File: src/rtl/segm14_scan_decoder.sv
// Loop-back monitor for a multiplexed 14-segment display bus: decodes each
// scanned digit to ASCII, assembles frames in a double buffer, flags bus errors.
module segm14_scan_decoder #(
  parameter int unsigned NUM_DIGITS = 12,
  parameter bit          HOLD_OK    = 1'b1
) (
`ifdef USE_POWER_PINS
  inout  logic                  vdd,
  inout  logic                  vss,
`endif
  input  logic                  clk,
  input  logic                  rst_n,
  input  logic [NUM_DIGITS-1:0] sel_in,
  input  logic [13:0]           segm_in,
  input  logic [3:0]            rd_addr,
  output logic [7:0]            rd_char,
  output logic                  frame_valid,
  output logic                  frame_done,
  output logic                  err_onehot,
  output logic                  err_order,
  output logic                  err_glyph,
  input  logic                  clr_err
);

  typedef enum logic {HUNT, CAPTURE} state_t;

  localparam logic [3:0] LAST = 4'(NUM_DIGITS - 1);

  state_t                state_q, state_d;
  logic [NUM_DIGITS-1:0] sel_q;
  logic [13:0]           segm_q;
  logic [3:0]            exp_q, exp_d, prev;
  logic [7:0]            wbuf [NUM_DIGITS];
  logic [7:0]            rbuf [NUM_DIGITS];

  logic [3:0] k;
  logic       any, multi;
  logic [7:0] glyph;
  logic       glyph_bad;
  logic       wr_en, commit, set_order;

  always_comb begin
    k     = '0;
    any   = 1'b0;
    multi = 1'b0;
    for (int unsigned i = 0; i < NUM_DIGITS; i++) begin
      if (sel_q[i]) begin
        if (any) multi = 1'b1;
        any = 1'b1;
        k   = 4'(i);
      end
    end
  end

  always_comb begin
    glyph_bad = 1'b0;
    unique case (segm_q)
      14'b11101111000000: glyph = 8'h41;
      14'b10001110000000: glyph = 8'h46;
      14'b10111101000000: glyph = 8'h47;
      14'b11111100000000: glyph = 8'h4F;
      14'b10110111000000: glyph = 8'h53;
      14'b10000000010010: glyph = 8'h54;
      14'b01111100000000: glyph = 8'h55;
      14'b00001100001001: glyph = 8'h56;
      14'b01100000001000: glyph = 8'h31;
      14'b11110001000000: glyph = 8'h33;
      14'b00000000000000: glyph = 8'h20;
      default: begin
        glyph     = 8'h3F;
        glyph_bad = 1'b1;
      end
    endcase
  end

  // Right after a commit exp is 0, so the digit just written is LAST; a hold
  // on it rewrites wbuf only and never produces a second commit.
  assign prev = (exp_q == '0) ? LAST : exp_q - 4'd1;

  always_comb begin
    state_d   = state_q;
    exp_d     = exp_q;
    wr_en     = 1'b0;
    commit    = 1'b0;
    set_order = 1'b0;
    if (any && !multi) begin
      unique case (state_q)
        HUNT: begin
          if (k == '0) begin
            wr_en   = 1'b1;
            exp_d   = 4'd1;
            state_d = CAPTURE;
          end
        end
        CAPTURE: begin
          if (k == exp_q) begin
            wr_en = 1'b1;
            if (k == LAST) begin
              commit = 1'b1;
              exp_d  = '0;
            end else begin
              exp_d = exp_q + 4'd1;
            end
          end else if (HOLD_OK && k == prev) begin
            wr_en = 1'b1;
          end else begin
            set_order = 1'b1;
            if (k == '0) begin
              wr_en = 1'b1;
              exp_d = 4'd1;
            end else begin
              state_d = HUNT;
            end
          end
        end
        default: state_d = HUNT;
      endcase
    end
  end

  always_ff @(posedge clk or negedge rst_n) begin
    if (!rst_n) begin
      sel_q       <= '0;
      segm_q      <= '0;
      state_q     <= HUNT;
      exp_q       <= '0;
      frame_valid <= 1'b0;
      frame_done  <= 1'b0;
      err_onehot  <= 1'b0;
      err_order   <= 1'b0;
      err_glyph   <= 1'b0;
      for (int unsigned i = 0; i < NUM_DIGITS; i++) begin
        wbuf[i] <= '0;
        rbuf[i] <= '0;
      end
    end else begin
      sel_q      <= sel_in;
      segm_q     <= segm_in;
      state_q    <= state_d;
      exp_q      <= exp_d;
      frame_done <= commit;
      if (commit) frame_valid <= 1'b1;
      // A fresh error in the clearing cycle keeps its flag set
      err_onehot <= (err_onehot & ~clr_err) | multi;
      err_order  <= (err_order  & ~clr_err) | set_order;
      err_glyph  <= (err_glyph  & ~clr_err) | (any & ~multi & glyph_bad);
      for (int unsigned i = 0; i < NUM_DIGITS; i++) begin
        if (wr_en && k == 4'(i)) wbuf[i] <= glyph;
        if (commit) rbuf[i] <= (k == 4'(i)) ? glyph : wbuf[i];
      end
    end
  end

  always_comb begin
    rd_char = '0;
    for (int unsigned i = 0; i < NUM_DIGITS; i++) begin
      if (rd_addr == 4'(i)) rd_char = rbuf[i];
    end
  end

endmodule

File: config.mk
export PLATFORM = sky130hd
export DESIGN_NAME = segm14_scan_decoder
export DESIGN_NICKNAME = d
export VERILOG_FILES = /design/src/rtl/segm14_scan_decoder.sv
export SDC_FILE = /design/constraint.sdc
export NUM_CORES = 1
export LEC_CHECK = 0
export ABC_AREA = 1
export CAP_MARGIN = 10
export CORE_UTILIZATION = 50
export DETAILED_ROUTE_END_ITERATION = 8
export PLACE_DENSITY = 0.69
export SLEW_MARGIN = 0
export SYNTH_ARGS = -nofsm -noshare
export SYNTH_HDL_FRONTEND = slang
export SYNTH_SLANG_ARGS = --single-unit
File: constraint.sdc
create_clock -name clk -period 2.7 [get_ports clk]
set_input_delay 0.27 -clock clk [delete_from_list [all_inputs] [get_ports clk]]
set_output_delay 0.27 -clock clk [all_outputs]
set_load 0.01 [all_outputs]
==> reports/results.ini, run 1 <==
[die]
fp-row-count=50
pin_count=46
core_region_area_um2=18700
fp.dieH_um=140
die-area_um2=19600
initial_core_util_pct=50.9
die_w_um=140

[job]
maxCapViolations=0

[drt]
drc=0
wl_um=25100
wl_per_cell_um=16.4
first_iter_violations=698
ant_nets=0
firstDrtPassIters=7
vias=8334
post_drt_via_cell_ratio=5.43

[min_path]
hold_path.class=primary input to flip-flop

[global_route]
grt_use_total_pct=27.0
grt-busiest-layer=met2
use_met3_pct=4.44
antenna_found_initial=0
grt_max_degree=75
grt_pass1_wl_um=40700
grt_overflow=0
grtUsageMet2_pct=42.6
grt_use_met1_pct=38.7
first_global_vias=7702

[worst_setup_path]
start_kind=flip-flop
path_delay_family=simple AND/OR/NAND/NOR gates
r2r_end=wbuf[54]
worst_path_max_delay_cell=dfrtp_1
cp-endpoint=wbuf[54]
reg2reg_slack_ps=160
worstRegToRegCells=15
required_ps=3020
worstPathCellList=nor2_1 > inv_1 > nand2_1 > nand2_1 > nand2_1 > nand2_1 > nor2_1 > nand2_1 > nor2_4 > inv_2 > nand2_2 > buf_12 > nand2_2 > nand2_1 > nand2_1
path_depth=15
critPathLaunch=sel_q[3]
reg2reg_from=sel_q[3]
cp.arrival_ps=2860
worst_path_largest_cell_delay_ps=390
path_max_fanout=59
cpMostUsedCell=nand2_1
worstSetupEndpointType=flip-flop
path_class=flip-flop to flip-flop
critPathBufInv=3

[synthesis]
ys_ff_latch=197
synth_edf_count=0
synth_seq_area_share_pct=51.7
syn_area_um2=9530
synthCells=1228
avgSynthCellArea_um2=7.76
synth.distinct_cells=30
synth_flop_cell=dfrtp_1
async_flop_share_pct=100
synth_nets=1263
yosys_warnings=0

[finish]
nFillCells=1654
drive_gt1_share_pct=9.84
num-nets-final=1323
syn_to_final_growth_pct=16.8
post-route-util_pct=59.5
diodes=0

[clock_tree]
cts_buffers=17
cts_max_path_buffers=2
clk_pin_slew_ps=70
h-tree-depth=4
worstSkewPairLatency_ps=430
tritoncts=built
cts_root_buf=clkbuf_16
clock_sinks=197

[timing]
maxSlewHeadroom_pct=56.7
final.setup.worst_slack_ps=164
hold_ws_ps=274
fin_skew_ps=7.59
min_period_ps=2540
fin_crit_sh_pct=93.9
worst_pin_slew_ps=650
rsz0062_at_grt=true
hold_viol_final=0
fmax_ghz=0.394
finalSetupViolCount=0
slew_viol_final=0

[outcome]
status=completed

[placement]
dpl.hpwl_um=17200
numPortBuffers=44
gp_congestion=0.906
pre_cts_ws_ps=-141

[power]
ir_drop_uv=400
powerDensity_nw_per_um2=518
leakagePower_nw=5.80

==> metal layers <==
layer / share of wire (%) / wire length [um]
met5: 0 / 0
met4: 1.7 / 420
met3: 5.4 / 1360
met2: 47 / 11800
met1: 46 / 11500
==> through the flow <==
stage | cells | instance area, um^2 | setup TNS [ps] | total power, mW
finish | 1535 | 11100 | 0 | 5.77
global route | 1535 | 11100 | -1600 | 5.98
CTS | 1532 | 11000 | -154 | 5.80
detailed placement | 1499 | 10400 | -638 | 3.32
global placement | 1499 | 10400 | -825 | 3.32
floorplan | 1228 | 9530 | 0 | 3.15
==> sequential cells by signal (all words and copies together), names as in the netlist <==
name / cells
wbuf: 77
err_order: 1
err_onehot: 1
state_q: 1
frame_done: 1
segm_q: 14
exp_q: 4
sel_q: 12
err_glyph: 1
rbuf: 84
frame_valid: 1
==> worst min path at each step <==
stage           startpoint    endpoint  slack [ps]  depth (start not counted)
2_1_floorplan        rst_n   err_glyph         -30                          0
3_3_place_gp         rst_n    exp_q[2]         340                          1
3_5_place_dp         rst_n    exp_q[2]         340                          1
4_1_cts          sel_in[4]    sel_q[4]         260                          1
5_1_grt        segm_in[12]  segm_q[12]         250                          1
6_report       segm_in[10]  segm_q[10]         270                          1
==> final cells by class <==
cell class                 count  area, um^2  area share, %
clock buffer                  22         484           4.35
clock inverter                10        95.1          0.855
inverter                      85         319           2.87
multi-input combinational    894        4110           36.9
sequential                   197        4930           44.3
tap                          234         293           2.63
timing repair buffer          93         895           8.04
==> kinds of logic (layout without fill, tap and decap cells) <==
kind of cell | count (synthesis) | count (layout) | share of synthesized area, %
AND/OR/NAND/NOR | 702 | 703 | 30.6
flip-flops | 197 | 197 | 51.7
AO/OA/AOI/OAI | 169 | 169 | 9.23
buffers and inverters | 138 | 210 | 6.21
multiplexers | 16 | 16 | 1.68
XOR/XNOR | 3 | 3 | 0.276
adder cells (fa/ha/maj) | 2 | 2 | 0.263
other | 1 | 1 | 0.0393
==> layout by cell type (no fill, tap or decap), types with 9 or more instances in the layout <==
cell type	count
nand3_1	125
mux2i_1	16
nand2_1	446
a21oi_1	20
clkbuf_16	17
dfrtp_1	196
o21ai_1	52
nor2_1	67
inv_1	79
nand2_2	17
nor2_2	9
buf_4	43
nand4_1	18
o21ai_0	80
clkdlybuf4s50_1	36
==> worst reg2reg max path: cells and delay by family, from the launching register on <==
family | cells | cell delay [ps]
flip-flops | 1 | 390
AND/OR/NAND/NOR | 12 | 1630
buffers and inverters | 3 | 420
==> what timing repair did <==
action                                  4_1_cts  5_1_grt
endpoints found under the setup margin        7      149
pin swaps                                     0        6
hold buffers                                  1        0
cloned                                        0        1
gates resized for setup                       3       35
endpoints found under the hold margin        71        0
setup buffers                                 0        2
==> cells in the mapped netlist, types with 3 or more instances <==
cell type,instances,area [um^2]
xor2_1,3,26.3
mux2i_1,16,160
o21ai_1,52,260
nand3_1,126,631
buf_2,14,70.1
inv_2,3,11.3
o22ai_1,7,43.8
or2_2,4,25.0
dfrtp_1,197,4930
o21ai_0,80,400
nor2_2,4,25.0
nand4_1,18,113
a21oi_1,21,105
nand2_1,457,1720
nor2_1,75,282
buf_4,3,22.5
nor3_1,5,25.0
and3_1,3,18.8
buf_6,6,67.6
nand2_2,6,37.5
clkbuf_1,30,113
o21bai_1,7,52.6
inv_1,82,308
==> report_power, final <==
part,switching [mW],internal (mW)
Clock,1.12,1.38
Sequential,0.0163,2.97
Combinational,0.179,0.104
Power figures use the tool's default switching activity.
==> inputs of run 2 (changes only) <==
--- a/config.mk
+++ b/config.mk
@@ -6,8 +6,9 @@
 export NUM_CORES = 1
 export LEC_CHECK = 0
 export ABC_AREA = 1
-export CAP_MARGIN = 10
+export CAP_MARGIN = 20
 export CORE_UTILIZATION = 50
+export CTS_CLUSTER_DIAMETER = 150
 export DETAILED_ROUTE_END_ITERATION = 8
 export PLACE_DENSITY = 0.69
 export SLEW_MARGIN = 0
==> constraint.sdc (replaced) <==
create_clock -name clk -period 3.05 [get_ports clk]
set_input_delay 0.305 -clock clk [delete_from_list [all_inputs] [get_ports clk]]
set_output_delay 0.305 -clock clk [all_outputs]
set_load 0.01 [all_outputs]
==> reports/results.ini, run 2 (synthesis gave the netlist of run 1 again) <==
[global_route]
grt_overflow=0
grt_max_degree=78
grt_pass1_wl_um=41100
first_global_vias=7726
grt_use_total_pct=27.3
antenna_found_initial=0

[die]
fp-row-count=50
core_region_area_um2=18700
die_w_um=140
die-area_um2=19600
initial_core_util_pct=50.9
pin_count=46
fp.dieH_um=140

[clock_tree]
cts_buffers=17
worstSkewPairLatency_ps=430
h-tree-depth=4
clock_sinks=197
post-cts-setup-buffers=0
cts_max_path_buffers=2
cts_root_buf=clkbuf_16
clk_pin_slew_ps=70
tritoncts=built

[timing]
slew_viol_final=0
finalSetupViolCount=0
rsz0062_at_grt=true
maxSlewHeadroom_pct=51.3
fin_crit_sh_pct=95.7
hold_ws_ps=310
fin_skew_ps=10.2
hold_viol_final=0
final.setup.worst_slack_ps=131
min_period_ps=2920
worst_pin_slew_ps=723
fmax_ghz=0.343

[placement]
dpl.hpwl_um=17000
placed_area_um2=10300
pre_cts_ws_ps=106
numPortBuffers=44
gp_congestion=0.905

[finish]
postLayoutCellArea_um2=11000
largest_register_ffs=84
final_cell_mix=457 x nand2_1, 197 x dfrtp_1, 126 x nand3_1, 82 x inv_1, 80 x o21ai_0
final_common_cell=nand2_1
num-nets-final=1309
nFillCells=1682
diodes=0
drive_gt1_share_pct=6.92
largest_registers=rbuf: 84 flops, wbuf: 77 flops, segm_q: 14 flops
registers.top_by_ff_count=rbuf
syn_to_final_growth_pct=15.5

[drt]
vias=8197
post_drt_via_cell_ratio=5.39
first_iter_violations=673
firstDrtPassIters=5
wl_um=25300
ant_nets=0
wl_per_cell_um=16.7
drc=0

[power]
combinationalPowerShare_pct=4.4
p_seq_share_pct=49.1
power_switching_mw=1.17
leakagePower_nw=5.64
internal-power_mw=4.22
powerDensity_nw_per_um2=490
p_clk_share_pct=46.5
ir_drop_uv=377
p_sw_share_pct=21.7

[worst_setup_path]
required_ps=2740
path_delay_family=buffers and inverters
critPathBufInv=3
r2r_end=rbuf[91]
reg2reg_slack_ps=270
worst_path_largest_cell_delay_ps=520
worstPathCellList=clkdlybuf4s50_1 > nor2_1 > inv_1 > nor2_4 > nand2_1 > nand2_1 > a221oi_1 > nand2_1 > o21ai_0 > nand4_1 > nor2_1 > nand3_1 > clkdlybuf4s50_1
cp.arrival_ps=2610
reg2reg_from=sel_q[3]
worstSetupEndpointType=output pin
worstRegToRegCells=13
path_class=primary input to output pin
start_kind=primary input
path_max_fanout=7
cpMostUsedCell=nand2_1
worst_path_max_delay_cell=clkdlybuf4s50_1

[min_path]
holdPathEnd=sel_q[9]
hold_start=sel_in[9]
hold_path.class=primary input to flip-flop
worstHoldPathCells=1

[outcome]
status=completed

[job]
maxCapViolations=0

run 2: cell types whose count changed in the layout (fill, tap and decap cells not counted), moves of 3 or more:
cell,before,now
buf_4,43,30
nand2_2,17,5
nand2_1,446,457
clkdlybuf4s50_1,36,43
dlymetal6s2s_1,7,0
nor2_1,67,72
bufinv_16,1,5
inv_1,79,82
inv_2,6,3
nor2_2,9,6
run 2: layer usage:
metal  up-vias  part of all wire, %  GRT usage [%]
li1       4066                    -              -
met1      3872                   47           39.2
met2       233                   46           42.9
met3        26                  4.8           4.38
met4         0                  1.7           7.52
met5         -                    0              0
run 2: what timing repair did:
action,4_1_cts,5_1_grt
endpoints found under the hold margin,66,0
endpoints found under the setup margin,0,6
resized for setup,0,5
hold buffers,1,0
run 2: worst max path at each step:
| stage | startpoint | end | slack (ps) | cells past startpoint |
|---|---|---|---|---|
| final | rd_addr[3] | rd_char[4] | 130 | 13 |
| after global routing | rd_addr[3] | rd_char[4] | -30 | 13 |
| after CTS | rd_addr[3] | rd_char[0] | 90 | 13 |
| after detailed placement | rd_addr[3] | rd_char[0] | 110 | 13 |
| after global placement | rd_addr[3] | rd_char[3] | 100 | 13 |
| after floorplan | sel_q[5] | rbuf[0] | 840 | 15 |
run 2: power by group through the flow:
stage | Combinational [mW] | Sequential (mW) | Clock, mW
floorplan | 0.0960 | 2.69 | 0
global placement | 0.236 | 2.69 | 0
detailed placement | 0.238 | 2.69 | 0
CTS | 0.240 | 2.64 | 2.53
global route | 0.270 | 2.64 | 2.64
finish | 0.239 | 2.64 | 2.51
run 2: worst reg2reg max path: stages, from the launching register on:
cell and delay, ps:
dfrtp_1 390, nor2_1 120, inv_1 60, nor2_1 210
nand2_1 120, o21ai_1 150, nand4_1 120, nor2_2 130
nand2_2 140, nor3_4 290, nand2_4 220, inv_1 490
nand2_1 180, nand2_1 90
run 2: layout make-up:
type | count | area [um^2] | share of cell area, %
clock buffer | 20 | 457 | 4.15
clock inverter | 11 | 195 | 1.77
inverter | 85 | 319 | 2.90
multi-input combinational | 893 | 4030 | 36.6
sequential | 197 | 4930 | 44.8
tap | 234 | 293 | 2.66
timing repair buffer | 80 | 779 | 7.08
run 2: per-stage QoR:
stage,setup TNS [ps],utilization (%),instances,total power [mW]
2_1_floorplan,0,-,1228,2.79
3_3_place_gp,0,55.2,1488,2.93
3_5_place_dp,0,55.2,1488,2.93
4_1_cts,0,58.7,1520,5.42
5_1_grt,-59.5,58.8,1520,5.55
6_report,0,58.8,1520,5.39
